==> src/rtl/vga_if.sv <==
// ============================================================================
// Module  : vga_if
// Brief   : Pixel-side bundle between renderer, VGA timing generator and pins
// Revision: 1.0 - initial release
// ============================================================================
`default_nettype none

interface vga_if #(
  parameter int CW = 10
);
  logic [11:0]   rbg;
  logic [1:0]    mode;
  logic [CW-1:0] pixel_x;
  logic [CW-1:0] pixel_y;
  logic          in_active;
  logic [3:0]    red_out;
  logic [3:0]    blue_out;
  logic [3:0]    green_out;
  logic          hSync;
  logic          vSync;
  logic          frame_start;

  // Timing generator side: owns the raster, consumes colour and mode
  modport master (
    input  rbg, mode,
    output pixel_x, pixel_y, in_active,
    output red_out, blue_out, green_out, hSync, vSync, frame_start
  );

  // Renderer / pin side
  modport slave (
    output rbg, mode,
    input  pixel_x, pixel_y, in_active,
    input  red_out, blue_out, green_out, hSync, vSync, frame_start
  );
endinterface

`default_nettype wire

==> src/rtl/vga_timing_gen.sv <==
// ============================================================================
// Module  : vga_timing_gen
// Brief   : Parametrised VGA raster counters, sync generation and colour stage
// Revision: 1.0 - initial release
// ============================================================================
`default_nettype none

module vga_timing_gen #(
  parameter int H_ACTIVE = 640,
  parameter int H_FP     = 16,
  parameter int H_SYNC   = 96,
  parameter int H_BP     = 48,
  parameter int V_ACTIVE = 480,
  parameter int V_FP     = 10,
  parameter int V_SYNC   = 2,
  parameter int V_BP     = 33,
  parameter bit HS_POL   = 1'b0,
  parameter bit VS_POL   = 1'b0,
  parameter int CW       = 10
) (
  input  wire logic clk25,
  input  wire logic reset,
  vga_if.master     vga
);

  localparam int c_H_TOTAL = H_ACTIVE + H_FP + H_SYNC + H_BP;
  localparam int c_V_TOTAL = V_ACTIVE + V_FP + V_SYNC + V_BP;

  localparam logic [CW-1:0] c_H_LAST   = CW'(c_H_TOTAL - 1);
  localparam logic [CW-1:0] c_V_LAST   = CW'(c_V_TOTAL - 1);
  localparam logic [CW-1:0] c_H_ACT    = CW'(H_ACTIVE);
  localparam logic [CW-1:0] c_V_ACT    = CW'(V_ACTIVE);
  localparam logic [CW-1:0] c_HS_FIRST = CW'(H_ACTIVE + H_FP);
  localparam logic [CW-1:0] c_HS_LAST  = CW'(H_ACTIVE + H_FP + H_SYNC - 1);
  localparam logic [CW-1:0] c_VS_FIRST = CW'(V_ACTIVE + V_FP);
  localparam logic [CW-1:0] c_VS_LAST  = CW'(V_ACTIVE + V_FP + V_SYNC - 1);
  localparam logic [CW-1:0] c_BAR_LAST = CW'(H_ACTIVE / 8 - 1);
  localparam logic [CW-1:0] c_ZERO     = '0;
  localparam logic [CW-1:0] c_ONE      = CW'(1);

  localparam logic [1:0] c_MODE_PASS  = 2'd0;
  localparam logic [1:0] c_MODE_WHITE = 2'd1;
  localparam logic [1:0] c_MODE_BARS  = 2'd2;

  logic [CW-1:0] r_x;
  logic [CW-1:0] r_y;
  logic [CW-1:0] r_bar_cnt;
  logic [2:0]    r_bar;
  logic [1:0]    r_mode;
  logic [3:0]    r_red;
  logic [3:0]    r_blue;
  logic [3:0]    r_green;
  logic          r_hsync;
  logic          r_vsync;
  logic          r_frame_start;

  logic          w_x_wrap;
  logic          w_origin;
  logic          w_in_active;
  logic          w_hs_on;
  logic          w_vs_on;
  logic [1:0]    w_mode;
  logic [11:0]   w_bar_rbg;
  logic [11:0]   w_rbg;

  assign w_x_wrap    = (r_x == c_H_LAST);
  assign w_origin    = (r_x == c_ZERO) && (r_y == c_ZERO);
  assign w_in_active = (r_x < c_H_ACT) && (r_y < c_V_ACT);
  assign w_hs_on     = (r_x >= c_HS_FIRST) && (r_x <= c_HS_LAST);
  assign w_vs_on     = (r_y >= c_VS_FIRST) && (r_y <= c_VS_LAST);
  // The pixel at (0,0) already uses the mode being latched on this edge
  assign w_mode      = w_origin ? vga.mode : r_mode;

  // Raster counters; the bar index is tracked incrementally to avoid a divider
  always_ff @(posedge clk25) begin
    if (reset) begin
      r_x       <= '0;
      r_y       <= '0;
      r_bar_cnt <= '0;
      r_bar     <= 3'd0;
    end else if (w_x_wrap) begin
      r_x       <= '0;
      r_bar_cnt <= '0;
      r_bar     <= 3'd0;
      r_y       <= (r_y == c_V_LAST) ? c_ZERO : r_y + c_ONE;
    end else begin
      r_x <= r_x + c_ONE;
      if (r_bar_cnt == c_BAR_LAST) begin
        r_bar_cnt <= '0;
        r_bar     <= r_bar + 3'd1;
      end else begin
        r_bar_cnt <= r_bar_cnt + c_ONE;
      end
    end
  end

  // Colour order within a word is {red, blue, green}
  always_comb begin
    w_bar_rbg = 12'h000;
    case (r_bar)
      3'd0:    w_bar_rbg = 12'hFFF;
      3'd1:    w_bar_rbg = 12'hF0F;
      3'd2:    w_bar_rbg = 12'h0FF;
      3'd3:    w_bar_rbg = 12'h00F;
      3'd4:    w_bar_rbg = 12'hFF0;
      3'd5:    w_bar_rbg = 12'hF00;
      3'd6:    w_bar_rbg = 12'h0F0;
      default: w_bar_rbg = 12'h000;
    endcase
  end

  always_comb begin
    w_rbg = 12'h000;
    if (w_in_active) begin
      case (w_mode)
        c_MODE_PASS:  w_rbg = vga.rbg;
        c_MODE_WHITE: w_rbg = 12'hFFF;
        c_MODE_BARS:  w_rbg = w_bar_rbg;
        default:      w_rbg = 12'h000;
      endcase
    end
  end

  always_ff @(posedge clk25) begin
    if (reset) begin
      r_mode        <= 2'd0;
      r_red         <= 4'h0;
      r_blue        <= 4'h0;
      r_green       <= 4'h0;
      r_hsync       <= ~HS_POL;
      r_vsync       <= ~VS_POL;
      r_frame_start <= 1'b0;
    end else begin
      if (w_origin) begin
        r_mode <= vga.mode;
      end
      r_red         <= w_rbg[11:8];
      r_blue        <= w_rbg[7:4];
      r_green       <= w_rbg[3:0];
      r_hsync       <= w_hs_on ? HS_POL : ~HS_POL;
      r_vsync       <= w_vs_on ? VS_POL : ~VS_POL;
      r_frame_start <= w_origin;
    end
  end

  assign vga.pixel_x     = r_x;
  assign vga.pixel_y     = r_y;
  assign vga.in_active   = w_in_active;
  assign vga.red_out     = r_red;
  assign vga.blue_out    = r_blue;
  assign vga.green_out   = r_green;
  assign vga.hSync       = r_hsync;
  assign vga.vSync       = r_vsync;
  assign vga.frame_start = r_frame_start;

endmodule

`default_nettype wire

==> src/flat_wrapper.sv <==
// flat-port wrapper written by rule: the top's interface ports become plain ports
module vga_timing_gen_flat 
#(
  parameter int H_ACTIVE = 640,
  parameter int H_FP     = 16,
  parameter int H_SYNC   = 96,
  parameter int H_BP     = 48,
  parameter int V_ACTIVE = 480,
  parameter int V_FP     = 10,
  parameter int V_SYNC   = 2,
  parameter int V_BP     = 33,
  parameter bit HS_POL   = 1'b0,
  parameter bit VS_POL   = 1'b0,
  parameter int CW       = 10
)
  (clk25, reset, vga_rbg, vga_mode, vga_pixel_x, vga_pixel_y, vga_in_active, vga_red_out, vga_blue_out, vga_green_out, vga_hSync, vga_vSync, vga_frame_start);
  vga_if #(.CW(CW)) vga_i ();
  input  wire logic clk25;
  input  wire logic reset;
  input wire logic [$bits(vga_i.rbg)-1:0] vga_rbg;
  input wire logic [$bits(vga_i.mode)-1:0] vga_mode;
  output wire logic [$bits(vga_i.pixel_x)-1:0] vga_pixel_x;
  output wire logic [$bits(vga_i.pixel_y)-1:0] vga_pixel_y;
  output wire logic [$bits(vga_i.in_active)-1:0] vga_in_active;
  output wire logic [$bits(vga_i.red_out)-1:0] vga_red_out;
  output wire logic [$bits(vga_i.blue_out)-1:0] vga_blue_out;
  output wire logic [$bits(vga_i.green_out)-1:0] vga_green_out;
  output wire logic [$bits(vga_i.hSync)-1:0] vga_hSync;
  output wire logic [$bits(vga_i.vSync)-1:0] vga_vSync;
  output wire logic [$bits(vga_i.frame_start)-1:0] vga_frame_start;
  assign vga_i.rbg = vga_rbg;
  assign vga_i.mode = vga_mode;
  assign vga_pixel_x = vga_i.pixel_x;
  assign vga_pixel_y = vga_i.pixel_y;
  assign vga_in_active = vga_i.in_active;
  assign vga_red_out = vga_i.red_out;
  assign vga_blue_out = vga_i.blue_out;
  assign vga_green_out = vga_i.green_out;
  assign vga_hSync = vga_i.hSync;
  assign vga_vSync = vga_i.vSync;
  assign vga_frame_start = vga_i.frame_start;
  vga_timing_gen #(.H_ACTIVE(H_ACTIVE), .H_FP(H_FP), .H_SYNC(H_SYNC), .H_BP(H_BP), .V_ACTIVE(V_ACTIVE), .V_FP(V_FP), .V_SYNC(V_SYNC), .V_BP(V_BP), .HS_POL(HS_POL), .VS_POL(VS_POL), .CW(CW)) u_core (.clk25(clk25), .reset(reset), .vga(vga_i));
endmodule
==> config.mk <==
export PLATFORM = sky130hd
export DESIGN_NAME = vga_timing_gen_flat
export DESIGN_NICKNAME = d
export VERILOG_FILES = /design/src/rtl/vga_if.sv /design/src/rtl/vga_timing_gen.sv /design/src/flat_wrapper.sv
export SDC_FILE = /design/constraint.sdc
export NUM_CORES = 1
export LEC_CHECK = 0
export ABC_AREA = 0
export BUFFER_PORTS_ARGS = -buffer_cell sky130_fd_sc_hd__buf_2
export CORE_MARGIN = 1.5
export CORE_UTILIZATION = 30
export CTS_BUF_LIST = sky130_fd_sc_hd__clkbuf_16
export DETAILED_ROUTE_END_ITERATION = 10
export RECOVER_POWER = 100
export SYNTH_ARGS = -nofsm -noshare
export SYNTH_HDL_FRONTEND = slang
export SYNTH_SLANG_ARGS = --single-unit
==> constraint.sdc <==
create_clock -name clk25 -period 1.94 [get_ports clk25]
set_input_delay 0.291 -clock clk25 [delete_from_list [all_inputs] [get_ports clk25]]
set_output_delay 0.291 -clock clk25 [all_outputs]
set_load 0.01 [all_outputs]
Word-level counts from Yosys, hierarchy flattened
Cells that the tools add are included.
{"block": "totals", "reg_bits": 50, "latch_bits": 0, "ram_bits": 0, "rom_bits": 0, "out_inout_bits": 36, "word_cells": 50, "memories": 0}
{"block": "op_classes", "add_sub_neg": 4, "multipliers": 0, "div_mod_pow": 0, "n_lt_le_gt_ge": 6, "n_eq_ne": 11, "shifts": 0, "muxes": 6, "bitwise_logic": 1, "reduce_logical": 11}
{"op": "one-hot mux 12 bit (7 select lines)", "count": 1}
{"op": "one-hot mux 12 bit (3 select lines)", "count": 1}
{"op": "adder 10 x 1 -> 10 bit, second input constant", "count": 3}
{"op": "equality test 10 bit, second input constant", "count": 2}
{"op": "logical NOT 10 bit", "count": 2}
{"op": "equality test 10 x 7 -> 1 bit, second input constant", "count": 1}
{"op": ">= comparator 10 bit, second input constant", "count": 1}
{"op": ">= comparator 10 x 9 -> 1 bit, second input constant", "count": 1}
{"op": "less-or-equal comparator 10 bit, second input constant", "count": 1}
{"op": "less-or-equal comparator 10 x 9 -> 1 bit, second input constant", "count": 1}
{"op": "less-than comparator 10 bit, second input constant", "count": 1}
{"op": "less-than comparator 10 x 9 -> 1 bit, second input constant", "count": 1}
{"op": "two-way mux 10 bit", "count": 1}
{"op": "equality test 3 bit, second input constant", "count": 3}
{"op": "equality test 3 x 2 -> 1 bit, second input constant", "count": 2}
{"op": "logical AND 1 bit", "count": 4}
{"op": "OR reduction 2 bit", "count": 2}
{"op": "adder 3 x 1 -> 3 bit, second input constant", "count": 1}
{"op": "equality test 3 x 1 -> 1 bit, second input constant", "count": 1}
{"op": "logical NOT 3 bit", "count": 1}
{"op": "OR reduction 3 bit", "count": 1}
{"op": "equality test 2 x 1 -> 1 bit, second input constant", "count": 1}
{"op": "equality test 2 bit, second input constant", "count": 1}
{"op": "logical NOT 2 bit", "count": 1}
{"op": "other kinds (3)", "count": 4}

Depth between registers and ports, before layout
Gate-level depths: netlist (run 1).
{"block": "logic_depth", "depth_word": 5, "depth_mapped": 8, "mapped_depth_nobuf": 7}

Least setup slack after synthesis (run 1)
Ideal clock, no wire load.
{"block": "synth_timing", "path_type": "flip-flop to flip-flop", "startpoint": "reg u_core.r_y[0], in the netlist u_core.vga.pixel_y[0]", "endpoint": "reg u_core.r_blue[1], in the netlist u_core.vga.blue_out[1]", "arrival_time_ns": 1.938, "t_required_ns": 1.810, "path_slack_ns": -0.128, "stages_incl_launch_ff": 9, "path_buffers": 1, "path_cell_list": "dfxtp_1 inv_1 ha_1 nand2b_2 or4b_4 nor3_4 mux2i_1 buf_6 o32ai_1"}
{"block": "synth_between", "elab_chain_len": 5, "word_cells_on_any_way": 11}
{"element": "start, declared", "line": "vga_timing_gen.sv:46", "source": "logic [CW-1:0] r_y;"}
{"element": "start signal, assigned", "line": "vga_timing_gen.sv:85", "source": "r_y <= (r_y == c_V_LAST) ? c_ZERO : r_y + c_ONE;"}
{"element": "branches (longest 5 deep; another with less-than comparator 10 x 9 -> 1 bit)"}
{"element": "end signal, assigned", "line": "vga_timing_gen.sv:138", "source": "r_blue <= w_rbg[7:4];"}
{"element": "end, declared", "line": "vga_timing_gen.sv:51", "source": "logic [3:0] r_blue;"}
Several ways; the timed one is not identified.
A chain may end at the register's enable or synchronous reset.

Worst setup path after layout (run 1)
{"block": "layout_timing", "startpoint": "reg u_core.r_y[0], in the netlist u_core.vga.pixel_y[0]", "endpoint": "reg u_core.r_blue[2], in the netlist u_core.vga.blue_out[2]"}
The elaborated chain is that of the path after synthesis.

==> reports/qor.csv, run 1 <==
metric,value,unit
period utilisation layout,1.02,
relative slew slack,0.721,
status,"finished, violations left",
# Max-Cap Violations,0,
clock sink total,50,
area of the multi-input gates,1420,um2
worst-case clock buffer depth,2,
CP Data Required Time,2.11,ns
CTS Root Cell,clkbuf_16,
Area contributors post-synth,"dfxtp_1 43%, nor2_1 7.5%, xor2_1 6.0%",
Hold Path Class,in2reg,
Detailed Routing Iterations Pass 1,4,
placed cell count,419,
cts bufs inserted,5,
Post-synth top cells,"50 x dfxtp_1, 47 x nor2_1, 16 x xor2_1",
"EDFF count, synth",0,
total gr overflow,0,
IO buf count,51,
FF/Latch Area,1010,um2
global-route wire length before repair,9160,um
Fmax,0.507,GHz
fin crit period,1.97,ns
"Cell Area, Synth",2350,um2
Vert. Die Dim,91.6,um
post-route cell area,3100,um2
layout cell share with drive strength beyond 1,0.258,
syn nets,281,
Placer Congestion,0.781,
"CTS clk-pin slew, worst paths",0.07,ns
CP endpoint kind,flop,
Setup TNS Final,-0.283,ns
synth warn,0,
"Cell Area, Placed",2870,um2
site row count,32,
PnR worst setup slack,-0.0338,ns
Fin Hold WS,0.244,ns
Cell Pwr Density,745,nW/um2
Core Footprint,7650,um2
Avg WL per Cell,13.1,um
Final Util,0.405,
"Top FF cell, synth",dfxtp_1,
vias after detailed routing,2094,
initial antenna violation count,0,
Antenna Nets Post-Route,0,
Yosys cell types,44,
clock latency on the worst-skew pair,0.29,ns
ys async rst share,0,
WS Path Type,reg2reg,
H-tree depth,2,
Remaining DRCs,0,
Clock Skew,0.00418,ns
Startpoint Class,flop,
synthesis-to-layout area growth,31.6,%
pin count of the biggest net entering global routing,17,
final number of max-transition violations,0,
CTS tree,built,
Final Total Pwr,2.31,mW
"Max FO, Critical Path",12,
die area,8390,um2
vias in the first global route,1900,
Mapped Cells,255,
# setup viols final,12,
initial core utilization,0.308,
Finished Layout Cells,431,
register area share after synthesis,0.425,
number of synthesized register bits,50,
Tot GR Track Use,0.134,
Peak VDD IR,0.313,mV
failing checks,setup timing,
RSZ-0062 raised after global routing,yes,
Hold Buf Count CTS,0,
drt via density,4.86,
final wirelength,5660,um
# nets final,354,
most frequent cell after synthesis,dfxtp_1,
die width,91.6,um
post-synth top area share,0.425,
initial detailed-routing violation count,56,
"area leader, netlist",dfxtp_1,
Synth Area per Inst,9.23,um2
antenna cells,0,
Crit path arrival time,2.15,ns
Lkg Pwr,1.23,nW
Final Hold Fails,0,
pre-CTS setup slack,-0.0699,ns
detailed placement HPWL,4010,um
worst-margin pin slew,0.417,ns
Fillers,783,
IO Pins,52,
==> layout by cell type (no fill, tap or decap), drive strengths merged, types with 2 or more instances in the layout <==
master	netlist	routed
a211o	2	3
ha	10	10
a21boi	1	2
nor4	2	2
mux2i	2	2
buf	5	39
o32ai	12	12
clkbuf	4	40
dfxtp	50	50
nand2b	2	2
a21oi	7	7
nand4	6	6
nor2	47	47
or3	2	2
nor4b	2	2
nand2	7	7
and2b	2	2
and3	16	16
nand3	12	12
nor3	3	3
a211oi	12	12
xor2	16	16
o21ai	5	5
and2	2	2
inv	8	9
xnor2	9	9
==> registers in the layout, indices dropped and copies added (netlist names), 2 cells and up <==
register	cells
u_core.r_mode	2
u_core.vga.green_out	4
u_core.vga.pixel_y	10
u_core.r_bar_cnt	10
u_core.vga.red_out	4
u_core.vga.pixel_x	10
u_core.r_bar	3
u_core.vga.blue_out	4
==> repair_timing <==
item / in CTS / in global routing
buffers inserted: 0 / 2
gates resized for setup: 5 / 17
pin swaps: 2 / 13
gates cloned: 1 / 1
setup endpoints to repair: 12 / 21
==> layout make-up <==
cell class | instances | share of cell area
Clock buffer | 5 | 0.0404
Clock inverter | 3 | 0.00646
Timing Repair Buffer | 74 | 0.118
Tap cell | 102 | 0.0412
Sequential cell | 50 | 0.325
Multi-Input combinational cell | 189 | 0.460
Inverter | 8 | 0.00969
==> report_power, final <==
group	switching, mW	internal (mW)	total (mW)
clock	0.390	0.478	0.868
sequential	0.0232	1.08	1.10
combinational	0.186	0.149	0.335
==> path summary, 6_finish.rpt <==
check,endpoint,cells after the start,start,slack [ns]
worst min-delay path,u_core.vga.green_out[3],3,vga_rbg[3],0.24
worst max register to register,u_core.vga.blue_out[2],8,u_core.vga.pixel_y[0],-0.03
worst max-delay path,u_core.vga.blue_out[2],8,u_core.vga.pixel_y[0],-0.03
worst min register to register,u_core.r_bar_cnt[0],1,u_core.r_bar_cnt[0],0.46
==> critical path, cell delays in order (launching register included) <==
cell	delay, ns
dfxtp_4	0.34
inv_2	0.06
ha_4	0.13
nand2b_4	0.05
or4b_4	0.51
nor3_4	0.23
mux2i_2	0.24
buf_6	0.18
o32ai_2	0.10
==> kinds of logic (layout without fill, tap and decap cells) <==
kind of cell    after synthesis  in the layout  share of synthesized area
flops                        50             50                      0.425
buf+inv                      18             90                     0.0415
fa+ha+maj                    10             10                     0.0532
mux                           2              2                    0.00851
simple gates                109            109                      0.249
compound gates               41             43                      0.130
xor+xnor                     25             25                     0.0930
==> layer usage <==
| layer | global-route usage | share of wire | up-vias |
|---|---|---|---|
| li1 | - | - | 1055 |
| met1 | 0.176 | 0.47 | 995 |
| met2 | 0.215 | 0.48 | 36 |
| met3 | 0.0285 | 0.037 | 8 |
| met4 | 0.0521 | 0.016 | 0 |
| met5 | 0 | 0 | - |
No activity file was read; power rests on OpenSTA's default activity.
==> inputs of run 2 (changes only) <==
Settings changed: BUFFER_PORTS_ARGS -buffer_cell sky130_fd_sc_hd__buf_2 to unset, DONT_BUFFER_PORTS set to 1.
Clock period 1.94 ns to 2 ns, I/O delays scaled along.
==> run 2 against run 1 <==
The flow still finishes with violations (setup timing). Final cell count is 11% lower. Hold slack worse by 0.18 ns. Critical path depth stayed put. Setup slack better by 0.034 ns. Sequential share of layout area is 2.0 points higher. Clock-buffer cell count stayed put. Non-clock buffer count is 47 lower. Maximum frequency is 1.3% lower. Via count is 8.7% lower. Clock power is 2.5% lower. Die area stayed put. Sequential power hardly changed. Critical path type unchanged. Critical endpoint is now u_core.vga.red_out[0]. Largest cell class unchanged. Largest power group unchanged.
==> reports/qor.csv, run 2 (same netlist as run 1, synthesis figures left out) <==
metric,value,unit,change
status,"finished, violations left",,unchanged
failing checks,setup timing,,unchanged
Remaining DRCs,0,,unchanged
global-route wire length before repair,8600,um,was 9160 um
CTS tree,built,,unchanged
sw frac,0.255,,was 0.260
Fin Hold WS,0.0636,ns,was 0.244 ns
# setup viols final,1,,was 12
# Max-Cap Violations,0,,unchanged
"Max FO, Critical Path",7,,was 12
vias in the first global route,1811,,was 1900
Final Util,0.382,,was 0.405
final number of max-transition violations,0,,unchanged
drt via density,4.98,,was 4.86
placed cell count,373,,was 419
IO Pins,52,,unchanged
synthesis-to-layout area growth,24.0,%,was 31.6%
die width,91.6,um,unchanged
total gr overflow,0,,unchanged
Peak VDD IR,0.334,mV,was 0.313 mV
worst-case clock buffer depth,2,,unchanged
Finished Layout Cells,384,,was 431
Tot GR Track Use,0.128,,was 0.134
initial antenna violation count,0,,unchanged
CP Data Required Time,2.17,ns,was 2.11 ns
period utilisation layout,1.00,,was 1.02
Cell Pwr Density,750,nW/um2,was 745 nW/um2
Startpoint Class,flop,,unchanged
Final Hold Fails,0,,unchanged
pin count of the biggest net entering global routing,17,,unchanged
WS Path Type,reg2reg,,unchanged
Placer Congestion,0.757,,was 0.781
Hold Path Stages,1,,was 3
H-tree depth,2,,unchanged
Lkg Pwr,1.14,nW,was 1.23 nW
detailed placement HPWL,3900,um,was 4010 um
Crit path arrival time,2.17,ns,was 2.15 ns
Avg WL per Cell,14.4,um,was 13.1 um
relative slew slack,0.654,,was 0.721
antenna cells,0,,unchanged
IO buf count,0,,was 51
vias after detailed routing,1911,,was 2094
RSZ-0062 raised after global routing,yes,,unchanged
die area,8390,um2,unchanged
most frequent cells in the layout,"48 x dfxtp_1, 47 x nor2_1, 21 x buf_4",,"was 48 x dfxtp_1, 47 x nor2_1, 35 x clkbuf_1"
pre-CTS setup slack,-0.0394,ns,was -0.0699 ns
Switch Pwr,0.558,mW,was 0.600 mW
internal power,1.63,mW,was 1.71 mW
cts bufs inserted,5,,unchanged
PnR worst setup slack,-0.0000149,ns,was -0.0338 ns
"commonest non-fill, non-tap cell in the layout",dfxtp_1,,unchanged
# nets final,307,,was 354
R2R cell count,8,,unchanged
layout cell share with drive strength beyond 1,0.227,,was 0.258
Flop pwr share,0.502,,was 0.479
clock power share,0.386,,was 0.376
Detailed Routing Iterations Pass 1,4,,unchanged
initial detailed-routing violation count,63,,was 56
Clock Skew,0.00569,ns,was 0.00418 ns
fin crit period,2.00,ns,was 1.97 ns
Antenna Nets Post-Route,0,,unchanged
Hold Path Class,in2reg,,unchanged
Comb power frac,0.112,,was 0.145
clock latency on the worst-skew pair,0.29,ns,about the same
initial core utilization,0.308,,unchanged
Core Footprint,7650,um2,unchanged
CTS Root Cell,clkbuf_16,,unchanged
final wirelength,5530,um,was 5660 um
Fillers,766,,was 783
site row count,32,,unchanged
"CTS clk-pin slew, worst paths",0.07,ns,about the same
worst-margin pin slew,0.513,ns,was 0.417 ns
Hold Buf Count CTS,0,,unchanged
Fmax,0.500,GHz,was 0.507 GHz
CP endpoint kind,flop,,unchanged
clock sink total,50,,unchanged
Vert. Die Dim,91.6,um,unchanged
==> run 2: layout make-up <==
class	instances	area [um2]	area share
multi-input combinational	189	1420	0.487
sequential	50	1010	0.345
timing repair buffer	27	188	0.0643
tap	102	128	0.0437
clock buffer	5	125	0.0429
inverter	8	30.0	0.0103
clock inverter	3	21.3	0.00729
==> run 2: path summary, 6_finish.rpt <==
path / startpoint / to / slack (ns)
max: u_core.vga.pixel_x[1] / u_core.vga.red_out[0] / -0.00001
min: reset / u_core.vga.pixel_y[0] / 0.06
max reg2reg: u_core.vga.pixel_x[1] / u_core.vga.red_out[0] / -0.00001
min reg2reg: u_core.r_bar_cnt[0] / u_core.r_bar_cnt[0] / 0.48
==> run 2: power groups by stage <==
stage | clock network, mW | logic (mW) | registers [mW]
4_1_cts | 0.857 | 0.189 | 1.10
5_1_grt | 0.899 | 0.268 | 1.10
6_report | 0.846 | 0.246 | 1.10
3_5_place_dp | 0 | 0.186 | 1.12
2_1_floorplan | 0 | 0.153 | 1.12
3_3_place_gp | 0 | 0.180 | 1.12
==> run 2: per-layer routing <==
metal / track usage / vias to the layer above / wire [um]
li1: - / 960 / -
met1: 0.145 / 905 / 2380
met2: 0.220 / 40 / 2690
met3: 0.0377 / 6 / 372
met4: 0.0547 / 0 / 89
met5: 0 / - / 0
==> run 2: critical path, cell delays in order (launching register included) <==
cell and delay, ns:
dfxtp_1 0.31, inv_1 0.05, ha_1 0.12, or3b_4 0.39, nor4_4 0.26, buf_4 0.19, a21boi_4 0.10, a211oi_1 0.32
o32ai_2 0.14
==> run 2: timing repair <==
action	4_1_cts	5_1_grt
setup endpoints to repair	11	22
pin swaps	1	9
endpoints found under the hold margin	0	0
gates resized for setup	1	19
setup buffers	0	1
cloned	0	2
==> run 2: through the flow <==
stage | setup TNS (ns) | cell area (um2) | total power, mW
2_1_floorplan | -0.143 | 2390 | 1.27
3_3_place_gp | 0 | 2640 | 1.30
3_5_place_dp | -0.0875 | 2640 | 1.31
4_1_cts | 0 | 2800 | 2.14
5_1_grt | -0.958 | 2920 | 2.27
6_report | -0.0000149 | 2920 | 2.19
==> inputs of run 3 (changes only) <==
Settings changed: PLACE_DENSITY_LB_ADDON set to 0.15.
==> run 3 against run 2 <==
The run now ends clean. Sequential power is essentially flat. Register-to-register slack better by 0.03 ns. Combinational power fell by 9.8%. Core utilization decreased by 0.51 points. First-iteration DRC count is 3.2% lower. Die area unchanged.
==> reports/qor.csv, run 3 (same netlist as run 1, synthesis figures left out) <==
metric,value,unit,change
CP max-delay cell,or4b_4,,was or3b_4
Switch Pwr,0.523,mW,was 0.558 mW
Crit path arrival time,2.13,ns,was 2.17 ns
Peak VDD IR,0.351,mV,was 0.334 mV
# Max-Cap Violations,0,,unchanged
Flop pwr share,0.516,,was 0.502
Placer Congestion,0.752,,was 0.757
Antenna Nets Post-Route,0,,unchanged
Vert. Die Dim,91.6,um,unchanged
internal power,1.61,mW,was 1.63 mW
Setup TNS Final,0,ns,was -0.0000149 ns
die area,8390,um2,unchanged
PnR worst setup slack,0.0289,ns,was -0.0000149 ns
IO buf count,0,,unchanged
antenna cells,0,,unchanged
Avg WL per Cell,14.6,um,was 14.4 um
CP Cell Sequence,inv_4 > ha_4 > nand2b_4 > or4b_4 > nor3_4 > mux2i_2 > buf_6 > o32ai_1,,was inv_1 > ha_1 > or3b_4 > nor4_4 > buf_4 > a21boi_4 > a211oi_1 > o32ai_2
H-tree depth,2,,unchanged
worst-margin pin slew,0.412,ns,was 0.513 ns
R2R cell count,8,,unchanged
Comb power frac,0.104,,was 0.112
synthesis-to-layout area growth,22.4,%,was 24.0%
clock latency on the worst-skew pair,0.29,ns,about the same
Remaining DRCs,0,,unchanged
Hold Path Stages,1,,unchanged
"CP delay by family, top",simple AND/OR/NAND/NOR gates,,unchanged
cts bufs inserted,5,,unchanged
final number of max-transition violations,0,,unchanged
# nets final,310,,was 307
Hold Buf Count CTS,0,,unchanged
Fmax,0.507,GHz,was 0.500 GHz
detailed placement HPWL,4020,um,was 3900 um
Fin Hold WS,0.0641,ns,was 0.0636 ns
status,"complete, no violations",,"was finished, violations left"
initial core utilization,0.308,,unchanged
"CTS clk-pin slew, worst paths",0.07,ns,about the same
clock power share,0.380,,was 0.386
period utilisation layout,0.986,,was 1.00
Buffers & Inverters on Critical Path,2,,unchanged
Tot GR Track Use,0.134,,was 0.128
placed cell count,375,,was 373
RSZ-0062 raised after global routing,yes,,unchanged
CP endpoint kind,flop,,unchanged
Core Footprint,7650,um2,unchanged
# setup viols final,0,,was 1
fin crit period,1.97,ns,was 2.00 ns
initial detailed-routing violation count,61,,was 63
worst-case clock buffer depth,2,,unchanged
Detailed Routing Iterations Pass 1,4,,unchanged
CTS tree,built,,unchanged
pin count of the biggest net entering global routing,15,,was 17
Final Hold Fails,0,,unchanged
vias in the first global route,1764,,was 1811
relative slew slack,0.725,,was 0.654
clock sink total,50,,unchanged
area of the multi-input gates,1370,um2,was 1420 um2
Crit path depth,8,,unchanged
die width,91.6,um,unchanged
critical path's largest stage delay,0.51,ns,was 0.39 ns
initial antenna violation count,0,,unchanged
final wirelength,5620,um,was 5530 um
FF/Latch Area,1010,um2,about the same
"Max FO, Critical Path",12,,was 7
most frequent cells in the layout,"47 x nor2_1, 47 x dfxtp_1, 23 x buf_4",,"was 48 x dfxtp_1, 47 x nor2_1, 21 x buf_4"
layout cell share with drive strength beyond 1,0.215,,was 0.227
CTS Root Cell,clkbuf_16,,unchanged
site row count,32,,unchanged
Finished Layout Cells,386,,was 384
Fillers,781,,was 766
IO Pins,52,,unchanged
sw frac,0.245,,was 0.255
global-route wire length before repair,8940,um,was 8600 um
Cell Pwr Density,739,nW/um2,was 750 nW/um2
WS Path Type,reg2reg,,unchanged
pre-CTS setup slack,-0.0335,ns,was -0.0394 ns
total gr overflow,0,,unchanged
CP Data Required Time,2.16,ns,was 2.17 ns
Hold Path Class,in2reg,,unchanged
drt via density,4.91,,was 4.98
Clock Skew,0.00883,ns,was 0.00569 ns
Lkg Pwr,1.14,nW,about the same
vias after detailed routing,1896,,was 1911
Startpoint Class,flop,,unchanged
-- run 3: cell count changes in the layout (fill, tap and decap cells not counted), moves of 2 or more --
cell,change
o32ai_1,+4
clkinv_4,-2
buf_4,+2
o32ai_2,-3
-- run 3: worst register-to-register path, delay by kind of cell, from the launching register on --
family | cells | cell delay [ns]
buffers and inverters | 2 | 0.23
adder cells (fa/ha/maj) | 1 | 0.12
multiplexers | 1 | 0.24
AO/OA/AOI/OAI | 1 | 0.10
AND/OR/NAND/NOR | 3 | 0.81
flip-flops | 1 | 0.35
-- run 3: power groups by stage --
stage               Sequential, mW  Combinational (mW)  Clock [mW]
floorplan                     1.12               0.153           0
global placement              1.12               0.183           0
detailed placement            1.12               0.184           0
CTS                           1.10               0.187       0.841
global route                  1.11               0.246       0.871
finish                        1.10               0.222       0.808
-- run 3: area by class of cell --
type                    instances  share of cell area
multi-input cells             189               0.476
flip-flops and latches         50               0.350
repair buffers                 30              0.0717
well taps                     102              0.0443
clock buffers                   5              0.0434
inverters                       8              0.0113
clock inverters                 2             0.00391
-- run 3: what timing repair did --
action	CTS	global route
pin swaps	1	3
gates resized for setup	1	14
setup buffers	0	2
endpoints found under the setup margin	6	29
gates cloned	0	2
-- run 3: worst paths after layout --
check	start	to	slack [ns]
setup / recovery	u_core.vga.pixel_y[0]	u_core.vga.blue_out[2]	0.03
hold / removal	reset	u_core.vga.pixel_y[0]	0.06
setup reg to reg	u_core.vga.pixel_y[0]	u_core.vga.blue_out[2]	0.03
hold reg to reg	u_core.r_bar_cnt[0]	u_core.r_bar_cnt[0]	0.47
-- run 3: per-layer routing --
layer / track usage / share of wire / up-vias
met3: 0.0410 / 0.058 / 9
met2: 0.200 / 0.45 / 40
li1: - / - / 968
met5: 0 / 0 / -
met1: 0.181 / 0.48 / 879
met4: 0.0482 / 0.015 / 0
-- run 3: through the flow --
step / total power, mW / util / cell area [um2]
3_5_place_dp: 1.31 / 0.348 / 2660
4_1_cts: 2.13 / 0.366 / 2800
5_1_grt: 2.22 / 0.377 / 2880
2_1_floorplan: 1.27 / - / 2390
6_report: 2.13 / 0.377 / 2880
3_3_place_gp: 1.30 / 0.348 / 2660
